===== src/rtl/multiword_add_ctrl_if.sv =====
//------------------------------------------------------------------------------
// multiword_add_ctrl_if : operand/result handshake bundle for multiword_add_ctrl
// Rev 1.0
//------------------------------------------------------------------------------
`default_nettype none

interface multiword_add_ctrl_if #(
  parameter int WIDTH = 16
);
  logic             start_valid;
  logic             start_ready;
  logic [WIDTH-1:0] op_a;
  logic [WIDTH-1:0] op_b;
  logic             cin;
  logic             sub;
  logic             res_valid;
  logic             res_ready;
  logic [WIDTH-1:0] res_sum;
  logic             res_cout;
  logic             res_ovf;
  logic             busy;

  modport master (
    output start_valid, op_a, op_b, cin, sub, res_ready,
    input  start_ready, res_valid, res_sum, res_cout, res_ovf, busy
  );

  modport slave (
    input  start_valid, op_a, op_b, cin, sub, res_ready,
    output start_ready, res_valid, res_sum, res_cout, res_ovf, busy
  );
endinterface

`default_nettype wire


===== src/rtl/multiword_add_ctrl.sv =====
//------------------------------------------------------------------------------
// multiword_add_ctrl : nibble-serial add/subtract through one shared 4-bit slice
// Rev 1.0
//------------------------------------------------------------------------------
`default_nettype none

module FA_4bit (
  input  wire logic [3:0] a,
  input  wire logic [3:0] b,
  input  wire logic       ci,
  output logic      [3:0] s,
  output logic            co
);
  logic [4:0] c;

  assign c[0] = ci;

  generate
    for (genvar i = 0; i < 4; i++) begin : g_bit
      assign s[i]   = a[i] ^ b[i] ^ c[i];
      assign c[i+1] = (a[i] & b[i]) | (c[i] & (a[i] ^ b[i]));
    end
  endgenerate

  assign co = c[4];
endmodule

module multiword_add_ctrl #(
  parameter int WIDTH = 16
) (
  input  wire logic           clk,
  input  wire logic           rst,
  multiword_add_ctrl_if.slave bus
);
  localparam int NIB   = WIDTH / 4;
  localparam int NIB_W = (NIB > 1) ? $clog2(NIB) : 1;

  typedef enum logic [1:0] {
    IDLE = 2'd0,
    RUN  = 2'd1,
    DONE = 2'd2
  } state_t;

  state_t state;
  state_t state_next;

  logic [WIDTH-1:0] a_reg;
  logic [WIDTH-1:0] b_reg;
  logic [WIDTH-1:0] sum_reg;
  logic             carry_reg;
  logic             cout_reg;
  logic             ovf_reg;
  logic [NIB_W-1:0] nib;

  logic [3:0] slice_s;
  logic       slice_co;
  logic       last;
  logic       start_ready;
  logic       res_valid;
  logic       busy;

  assign last = (nib == NIB_W'(NIB - 1));

  FA_4bit u_slice (
    .a  (a_reg[{nib, 2'b00} +: 4]),
    .b  (b_reg[{nib, 2'b00} +: 4]),
    .ci (carry_reg),
    .s  (slice_s),
    .co (slice_co)
  );

  always_ff @(posedge clk) begin
    if (rst) state <= IDLE;
    else     state <= state_next;
  end

  always_comb begin
    state_next  = state;
    start_ready = 1'b0;
    res_valid   = 1'b0;
    busy        = 1'b0;
    case (state)
      IDLE: begin
        start_ready = 1'b1;
        if (bus.start_valid) state_next = RUN;
      end
      RUN: begin
        busy = 1'b1;
        if (last) state_next = DONE;
      end
      DONE: begin
        busy      = 1'b1;
        res_valid = 1'b1;
        if (bus.res_ready) state_next = IDLE;
      end
      default: state_next = IDLE;
    endcase
  end

  // Subtraction is A + ~B + 1, so the inversion and the +1 happen at accept time.
  always_ff @(posedge clk) begin
    if (rst) begin
      a_reg     <= '0;
      b_reg     <= '0;
      sum_reg   <= '0;
      carry_reg <= 1'b0;
      cout_reg  <= 1'b0;
      ovf_reg   <= 1'b0;
      nib       <= '0;
    end else begin
      case (state)
        IDLE: begin
          if (bus.start_valid) begin
            a_reg     <= bus.op_a;
            b_reg     <= bus.sub ? ~bus.op_b : bus.op_b;
            carry_reg <= bus.sub ? 1'b1 : bus.cin;
            nib       <= '0;
          end
        end
        RUN: begin
          sum_reg[{nib, 2'b00} +: 4] <= slice_s;
          carry_reg                  <= slice_co;
          nib                        <= nib + NIB_W'(1);
          if (last) begin
            cout_reg <= slice_co;
            ovf_reg  <= (a_reg[WIDTH-1] == b_reg[WIDTH-1]) &&
                        (slice_s[3] != a_reg[WIDTH-1]);
          end
        end
        default: ;
      endcase
    end
  end

  assign bus.start_ready = start_ready;
  assign bus.res_valid   = res_valid;
  assign bus.busy        = busy;
  assign bus.res_sum     = sum_reg;
  assign bus.res_cout    = cout_reg;
  assign bus.res_ovf     = ovf_reg;
endmodule

`default_nettype wire


===== src/flat_wrapper.sv =====
// flat-port wrapper written by rule: the top's interface ports become plain ports
module multiword_add_ctrl_flat 
#(
  parameter int WIDTH = 16
)
  (clk, rst, bus_start_valid, bus_op_a, bus_op_b, bus_cin, bus_sub, bus_res_ready, bus_start_ready, bus_res_valid, bus_res_sum, bus_res_cout, bus_res_ovf, bus_busy);
  multiword_add_ctrl_if #(.WIDTH(WIDTH)) bus_i ();
  input  wire logic clk;
  input  wire logic rst;
  input wire logic [$bits(bus_i.start_valid)-1:0] bus_start_valid;
  input wire logic [$bits(bus_i.op_a)-1:0] bus_op_a;
  input wire logic [$bits(bus_i.op_b)-1:0] bus_op_b;
  input wire logic [$bits(bus_i.cin)-1:0] bus_cin;
  input wire logic [$bits(bus_i.sub)-1:0] bus_sub;
  input wire logic [$bits(bus_i.res_ready)-1:0] bus_res_ready;
  output wire logic [$bits(bus_i.start_ready)-1:0] bus_start_ready;
  output wire logic [$bits(bus_i.res_valid)-1:0] bus_res_valid;
  output wire logic [$bits(bus_i.res_sum)-1:0] bus_res_sum;
  output wire logic [$bits(bus_i.res_cout)-1:0] bus_res_cout;
  output wire logic [$bits(bus_i.res_ovf)-1:0] bus_res_ovf;
  output wire logic [$bits(bus_i.busy)-1:0] bus_busy;
  assign bus_i.start_valid = bus_start_valid;
  assign bus_i.op_a = bus_op_a;
  assign bus_i.op_b = bus_op_b;
  assign bus_i.cin = bus_cin;
  assign bus_i.sub = bus_sub;
  assign bus_i.res_ready = bus_res_ready;
  assign bus_start_ready = bus_i.start_ready;
  assign bus_res_valid = bus_i.res_valid;
  assign bus_res_sum = bus_i.res_sum;
  assign bus_res_cout = bus_i.res_cout;
  assign bus_res_ovf = bus_i.res_ovf;
  assign bus_busy = bus_i.busy;
  multiword_add_ctrl #(.WIDTH(WIDTH)) u_core (.clk(clk), .rst(rst), .bus(bus_i));
endmodule

===== config.mk =====
export PLATFORM = sky130hd
export DESIGN_NAME = multiword_add_ctrl_flat
export DESIGN_NICKNAME = d
export VERILOG_FILES = /design/src/rtl/multiword_add_ctrl_if.sv /design/src/rtl/multiword_add_ctrl.sv /design/src/flat_wrapper.sv
export SDC_FILE = /design/constraint.sdc
export NUM_CORES = 1
export LEC_CHECK = 0
export ABC_AREA = 1
export CAP_MARGIN = 20
export CORE_MARGIN = 2
export CORE_UTILIZATION = 45
export CTS_CLUSTER_DIAMETER = 40
export DETAILED_ROUTE_END_ITERATION = 7
export PLACE_DENSITY = 0.81
export SYNTH_ARGS = -nofsm -noshare
export SYNTH_HDL_FRONTEND = slang
export SYNTH_SLANG_ARGS = --single-unit
export TNS_END_PERCENT = 10

===== constraint.sdc =====
create_clock -name clk -period 2.9 [get_ports clk]
set_clock_uncertainty 0.1 [all_clocks]
set_input_delay 0.725 -clock clk [delete_from_list [all_inputs] [get_ports clk]]
set_output_delay 0.725 -clock clk [all_outputs]
set_load 0.005 [all_outputs]

==> results_dict.tcl <==
set metrics [dict create \
    end_kind "flop" \
    ys_ff_latch 55 \
    yosys.area_share.simple_pct 19.95 \
    synth_compound_area_share_pct 18.13 \
    final_util_pct 59.82 \
    yosysTopAreaCell "dfxtp_1" \
    path_max_fanout 7 \
    swShare_pct 36.47 \
    drv_slew 0 \
    synth_top_family_by_area "simple AND/OR/NAND/NOR gates" \
    hold_viol_final 0 \
    synth_fa_ha_area_share_pct 7.196 \
    via_per_inst 4.990 \
    cts_sinks 55 \
    synth_area_leaders "dfxtp_1 (41%), nor2_1 (8.3%), a21oi_1 (7.9%), o21ai_0 (6.7%), nand2_1 (6.3%)" \
    grt_pass1_vias 2106 \
    pwr-share-comb_pct 42.4 \
    final.min_clock_period_ns 2.821 \
    clock_path_buffers 2 \
    drtIter0Drc 97 \
    p_seq_share_pct 36.7 \
    drcViolationCount 0 \
    tns_ns 0 \
    cp.arrival_ns 2.97 \
    slew_headroom_pct 63.26 \
    reg2reg_from "u_core.nib[0]$_SDFFE_PP0P_" \
    fin_area_sq_mm 0.003500 \
    drt_first_pass_iters 4 \
    synth-xor-area-share_pct 5.234 \
    p_leak_nw 1.388 \
    placementRows 28 \
    nets 462 \
    numCtsBuffers 5 \
    p_clk_share_pct 20.9 \
    dp_hpwl_microns 4262 \
    grt.total_usage_pct 17.42 \
    power_density_mw_per_mm2 799.0 \
    die_area_sq_mm 0.006583 \
    wl_per_cell_microns 11.73 \
    grt_overflow_total 0 \
    dp_slack_ns -0.03920 \
    yosys_warnings 0 \
    cts_hold_buffers 0 \
    reg2reg_depth 12 \
    antenna_found_initial 0 \
    finalWorstSetupSlack_ns 0.07910 \
    core_area_sq_mm 0.005851 \
    r2r_slack_ns 0.08 \
    dp.cells 478 \
    worstSetupStartpointType "flop" \
    r2r-end "u_core.bus.res_sum[15]$_SDFFE_PP0P_" \
    synth_nets 403 \
    start_util_pct 45.77 \
    crit_end "u_core.bus.res_sum[15]$_SDFFE_PP0P_" \
    port_buffers 58 \
    netlist_instances 352 \
    irDropWorstVdd_mv 0.3710 \
    worst_pin_slew_ns 0.5511 \
    status "finished, final reports clean" \
    root_buffer "clkbuf_8" \
    dieWidth_microns 81.14 \
    mostFrequentLayoutCells "nor2_1 (58), clkdlybuf4s50_1 (58), dfxtp_1 (53)" \
    synth-seq-area-share_pct 41.12 \
    ios 59 \
    required_ns 3.05 \
    place.gp.congestion 0.8995 \
    intPower_mw 1.776 \
    drive_gt1_share_pct 8.981 \
    syn_to_final_growth_pct 30.70 \
    diodes 0 \
    yosys.area.top_type_share_pct 41.12 \
    period_share_pct 97.27 \
    setup_viol 0 \
    ant_nets 0 \
    final_cell_count_no_fill 487 \
    insertion_delay_ns 0.31 \
    ys_types 26 \
    via_count 2430 \
    grt_max_degree 38 \
    die_y_microns 81.14 \
    place_area_sq_mm 0.003333 \
    wirelength_microns 5712 \
    synthMuxAreaShare_pct 0 \
    hold_class "reg2reg" \
    netlist_area_sq_mm 0.002678 \
    syn_area_per_cell_sq_um 7.607 \
    fmax_ghz 0.3545 \
    crit_type "reg2reg" \
    grt_pass1_wl_microns 8887 \
    cap_violations 0 \
    p_sw_mw 1.020 \
    crit_start "u_core.nib[0]$_SDFFE_PP0P_" \
    cts.htree.levels 2 \
    clk_pin_slew_ns 0.10 \
    cts_tree "yes" \
]
final cells by class:
cell class	instances	area [sq um]
clock buffer	6	72.57
clock inverter	2	60.06
fill	523	2351
timing repair buffer	71	688.2
tap	75	93.84
multi-input combinational	251	1374
inverter	27	102.6
sequential	55	1109
what timing repair did:
| item | 4_1_cts | 5_1_grt |
|---|---|---|
| pin swaps | 0 | 2 |
| gates resized for setup | 1 | 13 |
| setup endpoints to repair | 4 | 5 |
| buffers inserted | 0 | 1 |
worst min-delay path by stage:
stage,startpoint,to,slack (ns),cells after the start
after global routing,u_core.bus.res_sum[6]$_SDFFE_PP0P_,u_core.bus.res_sum[6]$_SDFFE_PP0P_,0.39,2
after global placement,u_core.bus.res_sum[10]$_SDFFE_PP0P_,u_core.bus.res_sum[10]$_SDFFE_PP0P_,0.35,2
after CTS,u_core.bus.res_sum[10]$_SDFFE_PP0P_,u_core.bus.res_sum[10]$_SDFFE_PP0P_,0.37,2
after floorplan,u_core.a_reg[0]$_SDFFE_PP0P_,u_core.a_reg[0]$_SDFFE_PP0P_,0.32,2
after detailed placement,u_core.bus.res_sum[10]$_SDFFE_PP0P_,u_core.bus.res_sum[10]$_SDFFE_PP0P_,0.35,2
final,u_core.bus.res_sum[10]$_SDFFE_PP0P_,u_core.bus.res_sum[10]$_SDFFE_PP0P_,0.36,2
layer usage:
layer	share of wire (%)	global-route usage, %	up-vias	wire (microns)
met5	0	0	-	0
met4	2.2	7.458	0	127
met3	4.5	3.333	16	259
met2	50	31.40	60	2833
met1	44	20.00	1089	2491
li1	-	-	1265	-
cell families (layout without fill, tap and decap cells):
kind of cell	after synthesis	after routing
buffers and inverters	46	106
DFF	55	55
xor gates and xnor gates	16	16
and+or+nand+nor	126	126
adders and majority gates	13	13
AOI/OAI and AO/OA	96	96
cell usage after synthesis, drive strengths merged:
cell / count
clkbuf: 4
nor3: 3
xnor2: 16
dfxtp: 55
ha: 9
a21oi: 42
inv: 25
nand4: 4
nor2: 59
nand2: 48
clkinv: 2
nand3b: 2
buf: 15
fa: 4
nand3: 10
o21ai: 50
o22ai: 4
power groups by stage:
stage	sequential (mW)	combinational, mW	clock (mW)
2_1_floorplan	1.01	0.829	0
3_3_place_gp	1.04	1.11	0
3_5_place_dp	1.04	1.14	0
4_1_cts	1.03	1.15	0.602
5_1_grt	1.04	1.34	0.625
6_report	1.03	1.19	0.584
critical path, stage by stage, from the launching register on:
cell,delay [ns]
dfxtp_4,0.38
o21ai_0,0.20
nor2_1,0.08
a21oi_1,0.21
fa_2,0.25
fa_2,0.19
inv_1,0.05
fa_2,0.33
fa_1,0.57
nand2_1,0.09
nor2_1,0.13
nand2_1,0.06
a21oi_1,0.13
per-stage QoR:
step           hold WS (ns)  power [mW]
2_1_floorplan        0.3238       1.837
6_report             0.3638       2.796
3_5_place_dp         0.3546       2.187
5_1_grt              0.3888       3.008
3_3_place_gp         0.3498       2.152
4_1_cts              0.3682       2.779
No activity file was read; power rests on OpenSTA's default activity.
